`src/rtl/stopwatch_pkg.sv`:
```
// stopwatch_pkg: shared state encoding, defaults and width helper for the stash playback reader
package stopwatch_pkg;

    typedef enum logic [2:0] {
        IDLE   = 3'd0,
        LOAD   = 3'd1,
        SHOW   = 3'd2,
        STEP   = 3'd3,
        REWIND = 3'd4
    } state_t;

    localparam int DATA_W_DEF = 8;

    function automatic int idx_w(input int depth);
        return (depth > 1) ? $clog2(depth) : 1;
    endfunction

endpackage

```
`src/rtl/stash_player_hold_timer.sv`:
```
// hold_timer: counts display ticks since the last clear and flags the final one
module hold_timer #(
    parameter int HOLD_TICKS = 3
) (
    input  logic clk,
    input  logic reset,
    input  logic clear,
    input  logic tick,
    output logic done
);

    logic [7:0] cnt;

    // tick counter, parked at the target so a late tick cannot wrap it
    always_ff @(posedge clk or posedge reset) begin
        if (reset)
            cnt <= '0;
        else if (clear)
            cnt <= '0;
        else if (tick && cnt != 8'(HOLD_TICKS))
            cnt <= cnt + 8'd1;
    end

    assign done = tick && (cnt == 8'(HOLD_TICKS - 1));

endmodule

```
`src/rtl/stash_player.sv`:
```
// stash_player: steps through the stored Stash entries on request and rewinds Stash to entry 0
module stash_player
    import stopwatch_pkg::*;
#(
    parameter int DEPTH      = 5,
    parameter int DATA_W     = DATA_W_DEF,
    parameter int HOLD_TICKS = 3,
    localparam int IW        = idx_w(DEPTH)
) (
    input  logic              clk,
    input  logic              reset,
    input  logic              tick,
    input  logic              sample_in_valid,
    input  logic              play,
    input  logic [DATA_W-1:0] sample_out,
    output logic              next_sample,
    output logic [DATA_W-1:0] shown_sample,
    output logic [IW-1:0]     shown_index,
    output logic              playing,
    output logic              empty
);

    localparam int CW = $clog2(DEPTH + 1);

    state_t        state, state_n;
    logic [CW-1:0] count, limit;
    logic [IW-1:0] ptr, ptr_n;
    logic          ns_d, hold_done;

    hold_timer #(.HOLD_TICKS(HOLD_TICKS)) u_hold (
        .clk   (clk),
        .reset (reset),
        .clear (state == LOAD),
        .tick  (tick && state == SHOW),
        .done  (hold_done)
    );

    // ptr_n is the Stash read pointer as it will stand after this edge
    assign ptr_n   = next_sample ? ((ptr == IW'(DEPTH - 1)) ? '0 : ptr + IW'(1)) : ptr;
    assign playing = state != IDLE;
    assign empty   = count == '0;

    // next state, and the advance strobe decoded from it so it can be registered
    always_comb begin
        state_n = state;
        unique case (state)
            IDLE:    state_n = (play && count != '0) ? LOAD : IDLE;
            LOAD:    state_n = SHOW;
            SHOW:    state_n = play ? REWIND :
                               !hold_done ? SHOW :
                               ((CW'(ptr) + CW'(1)) < limit) ? STEP : REWIND;
            STEP:    state_n = LOAD;
            REWIND:  state_n = (ptr_n == '0) ? IDLE : REWIND;
            default: state_n = IDLE;
        endcase
        ns_d = (state_n == STEP) || (state_n == REWIND && ptr_n != '0);
    end

    // state, strobe and pointer mirror
    always_ff @(posedge clk or posedge reset) begin
        if (reset) begin
            state       <= IDLE;
            next_sample <= 1'b0;
            ptr         <= '0;
        end else begin
            state       <= state_n;
            next_sample <= ns_d;
            ptr         <= ptr_n;
        end
    end

    // saturating entry count, and the playback length frozen at start
    always_ff @(posedge clk or posedge reset) begin
        if (reset) begin
            count <= '0;
            limit <= '0;
        end else begin
            if (sample_in_valid && count != CW'(DEPTH))
                count <= count + CW'(1);
            if (state == IDLE && state_n == LOAD)
                limit <= count;
        end
    end

    // display registers, captured once per entry and held while idle
    always_ff @(posedge clk or posedge reset) begin
        if (reset) begin
            shown_sample <= '0;
            shown_index  <= '0;
        end else if (state == LOAD) begin
            shown_sample <= sample_out;
            shown_index  <= ptr;
        end
    end

endmodule

```
`config.mk`:
```
export PLATFORM = sky130hd
export DESIGN_NAME = stash_player
export DESIGN_NICKNAME = d
export VERILOG_FILES = /design/src/rtl/stopwatch_pkg.sv /design/src/rtl/stash_player_hold_timer.sv /design/src/rtl/stash_player.sv
export SDC_FILE = /design/constraint.sdc
export NUM_CORES = 1
export LEC_CHECK = 0
export BUFFER_PORTS_ARGS = -buffer_cell sky130_fd_sc_hd__buf_2
export CAP_MARGIN = 0
export CORE_MARGIN = 3
export CORE_UTILIZATION = 45
export DETAILED_ROUTE_END_ITERATION = 6
export PLACE_DENSITY = 0.67
export SYNTH_ARGS = -nofsm -noshare
export SYNTH_HDL_FRONTEND = slang
export SYNTH_SLANG_ARGS = --single-unit
```
`constraint.sdc`:
```
create_clock -name clk -period 2.6 [get_ports clk]
set_clock_uncertainty 0.2 [all_clocks]
set_input_delay 0.52 -clock clk [delete_from_list [all_inputs] [get_ports clk]]
set_output_delay 0.52 -clock clk [all_outputs]
set_load 0.005 [all_outputs]
```
==> results.env <==
PLACEMENT.SETUP.WORST_SLACK_NS=0.146
TIMING.SETUP.TNS_NS=0
CLKSLEWWORSTSETUPHOLDPATHS_NS=0.10
CRITICAL-PATH-TOP-DELAY-FAMILY='compound AO/OA/AOI/OAI gates'
DRT_ITER0_DRC=68
CELL_AT_THE_ROOT_OF_THE_CLOCK_TREE='sky130_fd_sc_hd__clkbuf_4'
POST-ROUTE-MIN-PERIOD_NS=2.41
YOSYS_WARNINGS=0
UTILIZATION=0.576
YOSYS.AREA.TOP_TYPE='sky130_fd_sc_hd__dfrtp_1'
WORST_PATH_MAX_DELAY_CELL='sky130_fd_sc_hd__or4b_4'
TIMING.FINAL.CRIT_SHARE=0.928
PLACED_AREA_UM2=1780
VIAS_PER_CELL=5.14
POST_SYNTH_INST_COUNT=144
MAX_CAP_VIOL=0
CP_MAX_FO=6
POWERDENSITY_nW_PER_UM2=1040
CRIT_CHAIN='ha_2, xor2_1, ha_1, a21oi_1, o21ai_1, or4b_4, a21o_1, a31oi_1'
WORST_PATH_LARGEST_CELL_DELAY_NS=0.50
MAXCLOCKFREQUENCY_MHz=414
TIMING.FINAL.SETUP_VIOLATIONS=0
INITIAL_CORE_UTIL=0.496
DRT_PRE_ANTENNA_ITERS=4
CRIT_BUF_INV=0
YS_SEQ_AREA_FRAC=0.504
SYNTH.TOP_CELL.AREA_SHARE=0.504
GRT_ANTENNA_BEFORE_REPAIR=0
GRT.TOTAL_USAGE=0.165
FINAL-MAX-SLEW-VIOLATION-COUNT=0
CTS.REPAIR_TIMING.SETUP_BUFFER_COUNT=0
MAX-SLEW-MARGIN-REL=0.635
HPWLAFTERDP_UM=2140
SYN-NUM-NETS=166
GLOBALROUTE.TOTALOVERFLOW=0
FINAL_NETS=198
FINALHOLDVIOLCOUNT=0
SYNTH_ENABLE_FLOP_CELLS=0
SYNTH_AREA_UM2=1590
YS_ASYNC_SR_FRACTION=1.00
DOMINANTREGCELLSYNTH='sky130_fd_sc_hd__dfrtp_1'
DIE_W_UM=65.4
DIE_Y_UM=65.4
LAYOUT_AREA_GROWTH_OVER_SYNTHESIS_PCT=16.1
CTS_RESIZES=0
ROUTE.DETAILED.DRC=0
WL_MET3_UM=137
GRT_MAX_DEGREE=33
END_KIND='flop'
SYNTH-SEQ-CELLS=32
DETAIL_ROUTE.WIRELENGTH.MET1_UM=1350
INSTANCES_NO_FILL=221
FLOORPLAN.CORE_AREA_UM2=3200
CTS_BUFFERS=5
HTREE_LEVELS=2
DESIGN.PORTCOUNT=27
DR_WL_MET2_UM=1350
MIN_PATH_TYPE='in2async'
FIRST_GLOBAL_VIAS=1216
POST_ROUTE_CELLS_DRIVE_ABOVE_1_SHARE=0.316
ROUTED_WIRE_LENGTH_PER_INSTANCE_UM=13.0
TRITONCTS='built'
PLACEMENT_ROWS=20
DIODES=0
REQ_TIME_CRIT_PATH_NS=2.65
FINALWEIGHTEDCONGESTION=0.827
CLK_LATENCY_NS=0.33
GRT_SETUP_UNREPAIRED='false'
SETUP_WS_FINAL_NS=0.187
SYN_AVG_CELL_AREA_UM2=11.0
FINAL_COMMON_CELL='sky130_fd_sc_hd__dfrtp_1'
STARTPOINT_TYPE='flop'
FINALINSTANCEAREA_UM2=1840
ANT_NETS=0
DIE_AREA_UM2=4280
NETLIST-CELL-TYPE-COUNT=34
CTS.SINKS=32
WORST-ENDPOINT-ARRIVAL_NS=2.46
LAYOUT_COMMON_CELLS='sky130_fd_sc_hd__dfrtp_1, sky130_fd_sc_hd__buf_2, sky130_fd_sc_hd__inv_1, sky130_fd_sc_hd__mux2_2'
GRT_FIRST_PASS_WIRELENGTH_UM=5350
ROUTE.FINAL.WIRE_LENGTH_UM=2880
COUNT_OF_INPUT_AND_OUTPUT_BUFFERS=26
CRITICAL_PATH_CLASS='reg2reg'
NUMPLACEDINSTANCES=213
CTS-ROOT-TO-SINK-BUFFERS=2
STATUS='finished clean'
VDD_IR_DROP_MAX_V=0.000544
P_LEAK_nW=0.921
POST_SYNTH_MAIN_AREA_CONTRIBUTORS='sky130_fd_sc_hd__dfrtp_1, sky130_fd_sc_hd__mux2_2, sky130_fd_sc_hd__ha_1'
TIGHTEST_SLEW_NS=0.544
CTS_HOLD_BUFFERS=0
MAXUSEDROUTINGLAYER='met4'
DR_TOTAL_VIAS=1136
Yosys cell counts, drive strengths merged, types with 2 or more instances:
| cell type | n |
|---|---|
| nand4 | 3 |
| and3 | 2 |
| nand2 | 10 |
| o21ai | 5 |
| mux2 | 12 |
| nor2b | 4 |
| xor2 | 6 |
| xnor2 | 3 |
| nor2 | 10 |
| dfrtp | 32 |
| or4b | 2 |
| a311oi | 2 |
| a31oi | 2 |
| ha | 9 |
| a21o | 2 |
| inv | 13 |
| a21oi | 7 |
| or3 | 2 |
| buf | 2 |
| nand3b | 2 |
| nand3 | 2 |
flip-flops by register name, indices dropped and copies added (netlist names):
register,flops
state,3
next_sample,1
u_hold.cnt,8
shown_sample,8
count,3
limit,3
shown_index,3
ptr,3
report_power, final:
part           internal (W)  total, W  switching (W)
Combinational      0.000403  0.000783       0.000380
Sequential         0.000688  0.000851       0.000164
Clock              0.000129  0.000291       0.000163
metal layers:
metal | global-route usage | up-vias
met5 | 0 | -
met4 | 0.0674 | 0
met3 | 0.0598 | 5
met2 | 0.267 | 30
met1 | 0.199 | 540
li1 | - | 561
layout make-up:
type                       instances  area (µm²)
fill                             318        1360
timing repair buffer              28         145
multi-input combinational         96         733
tap                               44        55.1
clock inverter                     2        10.0
sequential                        32         801
clock buffer                       6        51.3
inverter                          13        48.8
per-stage QoR:
| step | power, W | hold WS [ns] |
|---|---|---|
| 6_report | 0.00193 | 0.0513 |
| 5_1_grt | 0.00212 | 0.0868 |
| 4_1_cts | 0.00195 | 0.0633 |
| 3_5_place_dp | 0.00165 | 0.266 |
| 3_3_place_gp | 0.00162 | 0.270 |
| 2_1_floorplan | 0.00138 | 0.242 |
final timing paths:
check,start,to,slack [ns],cells after the start
setup / recovery,ptr[0]$_DFF_PP0_,next_sample$_DFF_PP0_,0.19,8
hold / removal,reset,count[0]$_DFFE_PP0P_,0.05,3
setup reg to reg,ptr[0]$_DFF_PP0_,next_sample$_DFF_PP0_,0.19,8
hold reg to reg,limit[0]$_DFFE_PP0P_,limit[0]$_DFFE_PP0P_,0.28,2
max in group asynchronous,reset,u_hold.cnt[3]$_DFFE_PP0P_,1.85,3
min in group clk,sample_out[6],shown_sample[6]$_DFFE_PP0N_,0.22,2
kinds of logic (layout without fill, tap and decap cells):
| kind of cell | after synthesis | in the layout | share of synthesized area |
|---|---|---|---|
| XOR/XNOR | 9 | 9 | 0.0496 |
| multiplexers | 13 | 13 | 0.0913 |
| AO/OA/AOI/OAI | 21 | 21 | 0.0819 |
| adder cells (fa/ha/maj) | 9 | 9 | 0.0709 |
| flip-flops | 32 | 32 | 0.504 |
| AND/OR/NAND/NOR | 44 | 44 | 0.163 |
| buffers and inverters | 16 | 49 | 0.0394 |
worst reg2reg max path, stage by stage (launching register included):
cell	delay (ns)
sky130_fd_sc_hd__dfrtp_1	0.44
sky130_fd_sc_hd__ha_2	0.22
sky130_fd_sc_hd__xor2_1	0.14
sky130_fd_sc_hd__ha_1	0.29
sky130_fd_sc_hd__a21oi_1	0.12
sky130_fd_sc_hd__o21ai_1	0.09
sky130_fd_sc_hd__or4b_4	0.50
sky130_fd_sc_hd__a21o_1	0.19
sky130_fd_sc_hd__a31oi_1	0.14
Note: power is estimated with default switching activity, not from simulation.
